## src/rtl/serial_word_assembler_pkg.sv

```systemverilog
// Shared constants for the serial word assembler and its upstream stage bench.
// FSM encoding plus default word/sync geometry.
package serial_word_assembler_pkg;

    localparam logic [1:0] HUNT     = 2'd0;
    localparam logic [1:0] ASSEMBLE = 2'd1;
    localparam logic [1:0] PARITY   = 2'd2;

    localparam int         DEF_WIDTH        = 8;
    localparam int         DEF_SYNC_LEN     = 8;
    localparam logic [7:0] DEF_SYNC_PATTERN = 8'hA5;
    localparam int         DEF_FRAME_WORDS  = 4;

endpackage

```

## src/rtl/serial_word_assembler_sync.sv

```systemverilog
// Sliding-window sync pattern detector; overlapping patterns are found
// because the window keeps shifting on every enabled bit.
module sync_pattern_detector #(
    parameter int                   SYNC_LEN     = 8,
    parameter logic [SYNC_LEN-1:0]  SYNC_PATTERN = '0
) (
    input  logic clk,
    input  logic rst,
    input  logic enable,
    input  logic clear,
    input  logic bit_in,
    output logic match
);

    // The oldest bit of the window is never compared, so it is not stored.
    logic [SYNC_LEN-2:0] window;
    logic [SYNC_LEN-1:0] window_nxt;

    assign window_nxt = {window, bit_in};
    assign match      = enable && (window_nxt == SYNC_PATTERN);

    always_ff @(posedge clk or negedge rst) begin
        if (!rst) begin
            window <= '0;
        end else if (clear) begin
            window <= '0;
        end else if (enable) begin
            window <= window_nxt[SYNC_LEN-2:0];
        end
    end

endmodule

```

## src/rtl/serial_word_assembler.sv

```systemverilog
// Hunts for sync, packs FRAME_WORDS MSB-first words into a valid/ready register.
// Define SERIAL_WORD_ASSEMBLER_PARITY_EN for a per-word even-parity bit.
module serial_word_assembler
    import serial_word_assembler_pkg::*;
#(
    parameter int                  WIDTH        = DEF_WIDTH,
    parameter int                  SYNC_LEN     = DEF_SYNC_LEN,
    parameter logic [SYNC_LEN-1:0] SYNC_PATTERN = SYNC_LEN'(DEF_SYNC_PATTERN),
    parameter int                  FRAME_WORDS  = DEF_FRAME_WORDS
) (
    input  logic             clk,
    input  logic             rst,
    input  logic             bit_in,
    input  logic             bit_en,
    output logic [WIDTH-1:0] word_out,
    output logic             word_valid,
    input  logic             word_ready,
    output logic             sync_locked,
    output logic             overflow_err
`ifdef SERIAL_WORD_ASSEMBLER_PARITY_EN
    ,
    output logic             parity_err
`endif
);

    localparam int BW  = $clog2(WIDTH);
    localparam int WCW = $clog2(FRAME_WORDS + 1);
`ifdef SERIAL_WORD_ASSEMBLER_PARITY_EN
    localparam int SW  = WIDTH;
`else
    localparam int SW  = WIDTH - 1;
`endif

    logic [1:0]       state;
    logic [BW-1:0]    bit_cnt;
    logic [WCW-1:0]   word_cnt;
    logic [SW-1:0]    shreg;
    logic [SW-1:0]    shift_nxt;
    logic [WIDTH-1:0] new_word;

    logic hunt_en;
    logic sync_match;
    logic sync_clr;
    logic bit_last;
    logic frame_done;
    logic complete;
    logic par_fail;

    assign hunt_en    = bit_en && (state == HUNT);
    assign bit_last   = (bit_cnt == BW'(WIDTH - 1));
    assign frame_done = (word_cnt == WCW'(FRAME_WORDS - 1));

`ifdef SERIAL_WORD_ASSEMBLER_PARITY_EN
    // The whole word is held in shreg while its parity bit is awaited.
    assign shift_nxt = {shreg[SW-2:0], bit_in};
    assign new_word  = shreg;
    assign complete  = bit_en && (state == PARITY) && !(^{shreg, bit_in});
    assign par_fail  = bit_en && (state == PARITY) && (^{shreg, bit_in});
`else
    // The last bit completes the word straight from the input.
    assign new_word  = {shreg, bit_in};
    assign shift_nxt = new_word[SW-1:0];
    assign complete  = bit_en && (state == ASSEMBLE) && bit_last;
    assign par_fail  = 1'b0;
`endif

    assign sync_clr    = (complete && frame_done) || par_fail;
    assign sync_locked = (state != HUNT);

    sync_pattern_detector #(
        .SYNC_LEN     (SYNC_LEN),
        .SYNC_PATTERN (SYNC_PATTERN)
    ) u_sync (
        .clk    (clk),
        .rst    (rst),
        .enable (hunt_en),
        .clear  (sync_clr),
        .bit_in (bit_in),
        .match  (sync_match)
    );

    always_ff @(posedge clk or negedge rst) begin
        if (!rst) begin
            state    <= HUNT;
            bit_cnt  <= '0;
            word_cnt <= '0;
            shreg    <= '0;
        end else if (bit_en) begin
            case (state)
                HUNT: begin
                    if (sync_match) begin
                        state    <= ASSEMBLE;
                        bit_cnt  <= '0;
                        word_cnt <= '0;
                    end
                end
                ASSEMBLE: begin
                    shreg <= shift_nxt;
                    if (bit_last) begin
                        bit_cnt <= '0;
`ifdef SERIAL_WORD_ASSEMBLER_PARITY_EN
                        state   <= PARITY;
`endif
                    end else begin
                        bit_cnt <= bit_cnt + BW'(1);
                    end
                end
`ifdef SERIAL_WORD_ASSEMBLER_PARITY_EN
                PARITY: begin
                    state <= ASSEMBLE;
                end
`endif
                default: begin
                    state <= HUNT;
                end
            endcase
            // Frame end and parity failure override the per-state next state.
            if (complete) begin
                if (frame_done) begin
                    state    <= HUNT;
                    word_cnt <= '0;
                end else begin
                    word_cnt <= word_cnt + WCW'(1);
                end
            end
            if (par_fail) begin
                state <= HUNT;
            end
        end
    end

    always_ff @(posedge clk or negedge rst) begin
        if (!rst) begin
            word_out     <= '0;
            word_valid   <= 1'b0;
            overflow_err <= 1'b0;
        end else begin
            if (complete) begin
                if (!word_valid || word_ready) begin
                    word_out   <= new_word;
                    word_valid <= 1'b1;
                end else begin
                    overflow_err <= 1'b1;
                end
            end else if (word_valid && word_ready) begin
                word_valid <= 1'b0;
            end
        end
    end

`ifdef SERIAL_WORD_ASSEMBLER_PARITY_EN
    always_ff @(posedge clk or negedge rst) begin
        if (!rst) begin
            parity_err <= 1'b0;
        end else if (par_fail) begin
            parity_err <= 1'b1;
        end
    end
`endif

endmodule
```

## config.mk

```make
export PLATFORM = sky130hd
export DESIGN_NAME = serial_word_assembler
export DESIGN_NICKNAME = d
export VERILOG_FILES = /design/src/rtl/serial_word_assembler_pkg.sv /design/src/rtl/serial_word_assembler_sync.sv /design/src/rtl/serial_word_assembler.sv
export SDC_FILE = /design/constraint.sdc
export NUM_CORES = 1
export LEC_CHECK = 0
export ABC_AREA = 1
export BUFFER_PORTS_ARGS = -buffer_cell sky130_fd_sc_hd__buf_2
export CORE_MARGIN = 2
export CORE_UTILIZATION = 30
export DETAILED_ROUTE_END_ITERATION = 10
export PLACE_DENSITY_LB_ADDON = 0.3
export SETUP_SLACK_MARGIN = 0.15
export SYNTH_ARGS = -nofsm -noshare
export SYNTH_HDL_FRONTEND = slang
export SYNTH_SLANG_ARGS = --single-unit
```

## constraint.sdc

```tcl
create_clock -name clk -period 2.5 [get_ports clk]
set_input_delay 0.5 -clock clk [delete_from_list [all_inputs] [get_ports clk]]
set_output_delay 0.5 -clock clk [all_outputs]
set_load 0.005 [all_outputs]
```

=== After elaboration in Yosys (flattened, before gate mapping) ===
Cells that the tools add are included.
Widths: inputs -> output; s select.

* Register bits: 32
* Latch bits: 0
* RAM bits: 0
* ROM bits: 0
* Bits of input ports: 5
* Memories kept: 0

* Add/subtract/negate cells: 2
* Multiply operators: 0
* Divide/modulo/power cells: 0
* Magnitude comparators: 0
* Eq/ne operators: 6
* Shift operators: 0
* Mux-type cells: 15
* Bitwise operators: 1
* Reductions and logical operators: 21

{| class="wikitable"
|+ Operator list
! kind !! number
|-
| $mux 3 || 5
|-
| $mux 7 || 2
|-
| $reduce_bool 2->1 || 6
|-
| $eq 8x8->1 const B || 1
|-
| $reduce_and 2->1 || 4
|-
| $add 3x1->3 const B || 2
|-
| $logic_and 1x1->1 || 6
|-
| $mux 2 || 3
|-
| $pmux 3 s2 || 1
|-
| $reduce_and 3->1 || 2
|-
| $pmux 2 s2 || 1
|-
| $eq 3x2->1 const B || 1
|-
| $eq 3x3->1 const B || 1
|-
| $mux 1 || 3
|-
| $eq 2x1->1 const B || 1
|-
| $logic_not 2->1 || 1
|-
| $ne 2x1->1 const B || 1
|-
| $ne 2x2->1 const B || 1
|-
| $logic_not 1->1 || 1
|-
| $logic_or 1x1->1 || 1
|-
| $not 1->1 || 1
|}

=== Depth between registers and ports, before layout ===
* Depth after elaboration: 7
* Mapped depth: 8
* Depth with buffers taken out: 8

=== Hierarchy ===
Synthesis repeated with hierarchy kept, for this count alone.

* Cells, all modules: 160
* Area total of the unflattened synthesis: 1440.1 um2

{| class="wikitable"
|+ Modules (own cells, without submodules)
! module !! instances !! cells each !! area an instance (um2) !! sequential area each (um2)
|-
| serial_word_assembler || 1 || 123 || 1113.6 || 625.6
|-
| sync_pattern_detector || 1 || 37 || 326.6 || 175.2
|}

=== Least setup slack after synthesis ===
OpenSTA, ideal clock, no wires.

* Path type: input-to-reg
* From: input port bit_en
* To: register bit_cnt[0]
* Setup time: 0.118 ns
* Arrival: 1.336 ns
* Required time: 2.382 ns
* Setup slack: 1.045 ns
* Stages: 6
* Buffers on the path: 1
* Cells stage by stage: clkbuf_2 -> nand2_1 -> nor2_2 -> nand3_1 -> nand3_1 -> nand2_1

* Longest elaborated chain between the ends: 4

{| class="wikitable"
|+ RTL lines
! what !! line !! source
|-
| start: declaration || serial_word_assembler.sv:14 || <nowiki>input logic bit_en,</nowiki>
|-
| $logic_and 1x1->1 || serial_word_assembler.sv:49 || <nowiki>assign hunt_en = bit_en && (state == HUNT);</nowiki>
|-
| $logic_and 1x1->1 || serial_word_assembler_sync.sv:20 || <nowiki>assign match = enable && (window_nxt == SYNC_PATTERN);</nowiki>
|-
| $ne 2x2->1 (no line) || n/a ||
|-
| $reduce_and 3->1 (no line) * || n/a ||
|-
| end signal: assignment || serial_word_assembler.sv:105 || <nowiki>bit_cnt <= bit_cnt + BW'(1);</nowiki>
|-
| end: declaration || serial_word_assembler.sv:35 || <nowiki>logic [BW-1:0] bit_cnt;</nowiki>
|}

Mark *: on every way between the ends. The rest lies on a longest branch, timed or not.
A chain may end at the register's enable or synchronous reset.

=== Worst setup path after layout ===
* From: register bit_cnt[0]
* To: register u_sync.window[2]

* Longest elaborated chain between the ends: 4
* Elaborated cells between the ends (all ways): 5

{| class="wikitable"
|+ RTL lines
! what !! line !! source
|-
| $eq 3x3->1 * || serial_word_assembler.sv:50 || <nowiki>assign bit_last = (bit_cnt == BW'(WIDTH - 1));</nowiki>
|-
| $logic_and 1x1->1 * || serial_word_assembler.sv:63 || <nowiki>assign complete = bit_en && (state == ASSEMBLE) && bit_last;</nowiki>
|-
| $logic_and 1x1->1 * || serial_word_assembler.sv:67 || <nowiki>assign sync_clr = (complete && frame_done) || par_fail;</nowiki>
|-
| $mux 7 or $reduce_bool 2->1 (tied branches) || n/a ||
|-
| end signal: assignment || serial_word_assembler_sync.sv:28 || <nowiki>window <= window_nxt[SYNC_LEN-2:0];</nowiki>
|-
| end: declaration || serial_word_assembler_sync.sv:16 || <nowiki>logic [SYNC_LEN-2:0] window;</nowiki>
|}

Marked as above.

==> reports/results.tsv <==
stage	metric	value	unit
worst_setup_path	path_delay_family	simple AND/OR/NAND/NOR gates	
worst_setup_path	r2r_start	bit_cnt[0]$_DFFE_PN0P_	
grt	grt_pass1_vias	942	
grt	gr-total-overflow	0	
place	place_area	0.00153	sq mm
timing	tightestPinTransition	703	ps
final_layout	n_antenna_cell	0	
cts	clk_path_buf_depth	2	
timing	fin_worst_skew	4.86	ps
yosys	ys_ff_latch	32	
worst_setup_path	critPathKind	reg -> reg	
yosys	syn-cell-area	0.00141	sq mm
final_layout	final_area	0.00164	sq mm
worst_setup_path	crit_chain	ha_1 > ha_1 > nand3_4 > inv_2 > nand2_1 > nand2_1 > inv_1	
yosys	syn_avg_cell_area	8.65	sq um
final_layout	layout-drive-gt1-share	15.8	%
worst_setup_path	r2r-end	u_sync.window[2]$_DFFE_PN0P_	
grt	grt_max_degree	33	
routing	firstDrtPassIters	4	
grt	grt_usage	11.0	%
place	io_buffers	15	
die	die_h	72.6	um
die	num_rows	24	
routing	drcViolationCount	0	
worst_setup_path	critPathMaxFanout	7	
timing	fin_crit_sh	59.9	%
die	design.core.area	0.00444	sq mm
place	globalplace.congestion	0.766	
timing	rsz0062_at_grt	false	
yosys	synth-warning-count	0	
yosys	ys_types	19	
cts	cts-resized-gates	0	
routing	ant_nets	0	
timing	fin_tns_setup	0	ps
routing	first_iter_violations	74	
worst_setup_path	cpPeakStageDelay	380	ps
final_layout	fillers	482	
worst_setup_path	worst_ep_required_time	2680	ps
die	start_util	31.7	%
yosys	synth_nets	171	
grt	grt_pass1_wl	4400	um
worst_setup_path	cp-start-kind	flop	
yosys	synthMuxAreaShare	0	%
timing	setup_viol	0	
pwr	p_per_area	864	mW/mm^2
yosys	yosysMostFrequentCell	nand2_1	
status	run_status	complete, no violations	
timing	slew_headroom	53.1	%
yosys	synth_top_family_by_area	simple AND/OR/NAND/NOR gates	
cts	clkSlewWorstSetupHoldPaths	70	ps
pwr	ir_worst_vdd	0.317	mV
yosys	synthAdderAreaFrac	2.66	%
worst_setup_path	worstPathArrival	1680	ps
yosys	synth_cells	163	
worst_setup_path	startpoint	bit_cnt[0]$_DFFE_PN0P_	
timing	fmax	667	MHz
timing	min_period	1500	ps
timing	final-max-slew-violation-count	0	
yosys	synth_top_area_cell	dfrtp_1	
cts	numCtsBuffers	5	
yosys	synth_top_area_share	56.8	%
worst_setup_path	worstRegToRegCells	7	
final_layout	syn2layout_area_growth	16.4	%
yosys	synth_common_cells	nand2_1 (50), dfrtp_1 (32), inv_1 (27)	
worst_hold_path	holdCritPathClass	in -> async	
routing	viasPerCell	4.28	
grt	grt_antenna_before_repair	0	
yosys	synth_compound_area_share	8.43	%
worst_setup_path	path_buf_inv	2	
final_layout	layout.nets	190	
die	design.die.area	0.00526	sq mm
yosys	synthSimpleGateAreaFrac	23.2	%
cts	holdBufCountCts	0	
yosys	synth.top_cells.by_area	dfrtp_1 (57%), nand2_1 (13%), o21ai_0 (7.5%)	
die	boundaryPins	16	
cts	cts.sinks	32	
yosys	synth_xor_area_share	0	%
routing	drt_wl_total	2460	um
yosys	synth_seq_area_share	56.8	%
yosys	synth_enable_flop_cells	0	
worst_setup_path	worst-r2r-setup-slack	1000	ps
die	die_width	72.6	um
yosys	synthArstFlopShare	100	%
cts	cts_setup_buffers	0	
cts	cts.root.buffer_cell	clkbuf_8	
cts	cts_tree	built	
routing	wl_per_cell	10.5	um
pwr	p_leak	0.000905	uW
cts	clk_latency	280	ps
yosys	synth_ff_type	dfrtp_1	
worst_setup_path	cp_slowest_cell	dfrtp_1	
timing	hold_viol_final	0	
routing	vias	1005	
place	hpwl	1690	um
cts	ctsHtreeMaxLevel	2	
job	cap_viol_max_count	0	
worst_setup_path	end_kind	flop	
## kinds of logic after synthesis
group / count (synthesis)
DFF: 32
AOI/OAI and AO/OA: 23
buffers and inverters: 31
and+or+nand+nor: 74
adders and majority gates: 3
## worst max-delay path by stage
| stage | end | slack (ps) | cells after the start |
|---|---|---|---|
| floorplan | bit_cnt[0]$_DFFE_PN0P_ | 1050 | 6 |
| global placement | bit_cnt[1]$_DFFE_PN0P_ | 870 | 6 |
| detailed placement | bit_cnt[0]$_DFFE_PN0P_ | 820 | 6 |
| CTS | u_sync.window[2]$_DFFE_PN0P_ | 970 | 7 |
| global route | u_sync.window[2]$_DFFE_PN0P_ | 860 | 7 |
| finish | u_sync.window[2]$_DFFE_PN0P_ | 1000 | 7 |
## sequential cells by signal, indices dropped and copies added, names as in the netlist
register and cells:
bit_cnt 3, overflow_err 1, shreg 7, state 2
u_sync.window 7, word_cnt 3, word_out 8, word_valid 1
## worst reg2reg max path: cells and delay by family (launching register included)
| kind | cells | cell delay [ps] |
|---|---|---|
| flops | 1 | 380 |
| fa+ha+maj | 2 | 390 |
| simple gates | 3 | 440 |
| buf+inv | 2 | 190 |
## metal layers
metal  track usage (%)  vias up  routed length, um
met4              5.56        0                 58
met2              16.0       17               1050
met3              3.75        6                102
met1              14.6      444               1250
met5                 0        -                  0
li1                  -      538                  -
## power by group
group          internal, uW  switching (uW)  total, uW
Clock                   295             201        496
Combinational          90.8             149        240
Sequential              623            59.7        683
Total                  1010             409       1420
## stage by stage
stage | total power, uW | hold slack [ps] | worst slack [ps] | util (%) | std cells
floorplan | 867 | 204 | 1050 | - | 163
global placement | 930 | 455 | 869 | 34.4 | 227
detailed placement | 938 | 460 | 823 | 34.4 | 227
CTS | 1440 | 296 | 974 | 36.9 | 235
global route | 1520 | 329 | 861 | 36.9 | 235
finish | 1420 | 259 | 1000 | 36.9 | 235
## cell type report
type                            count  area [sq um]  area share [%]
Sequential cell                    32           801            48.8
Multi-Input combinational cell    100           484            29.5
Inverter                           28           105            6.40
Timing Repair Buffer               15          75.1            4.57
Clock buffer                        5          68.8            4.19
Tap cell                           52          65.1            3.96
Clock inverter                      3          42.5            2.59
## layout by cell type, fill, tap and decap left out
cell,count
nor2_4,1
nor2_1,7
a31oi_1,1
nand4_1,1
o21bai_1,1
clkinv_2,1
buf_2,15
nor2_2,1
nand3_1,11
dfrtp_1,32
ha_1,3
clkbuf_8,5
clkinvlp_4,1
inv_1,27
nand2_4,1
or2_2,1
nand2_1,50
bufinv_16,1
inv_2,1
nand3_4,1
o21ai_0,21
No activity file was read; power rests on OpenSTA's default activity.
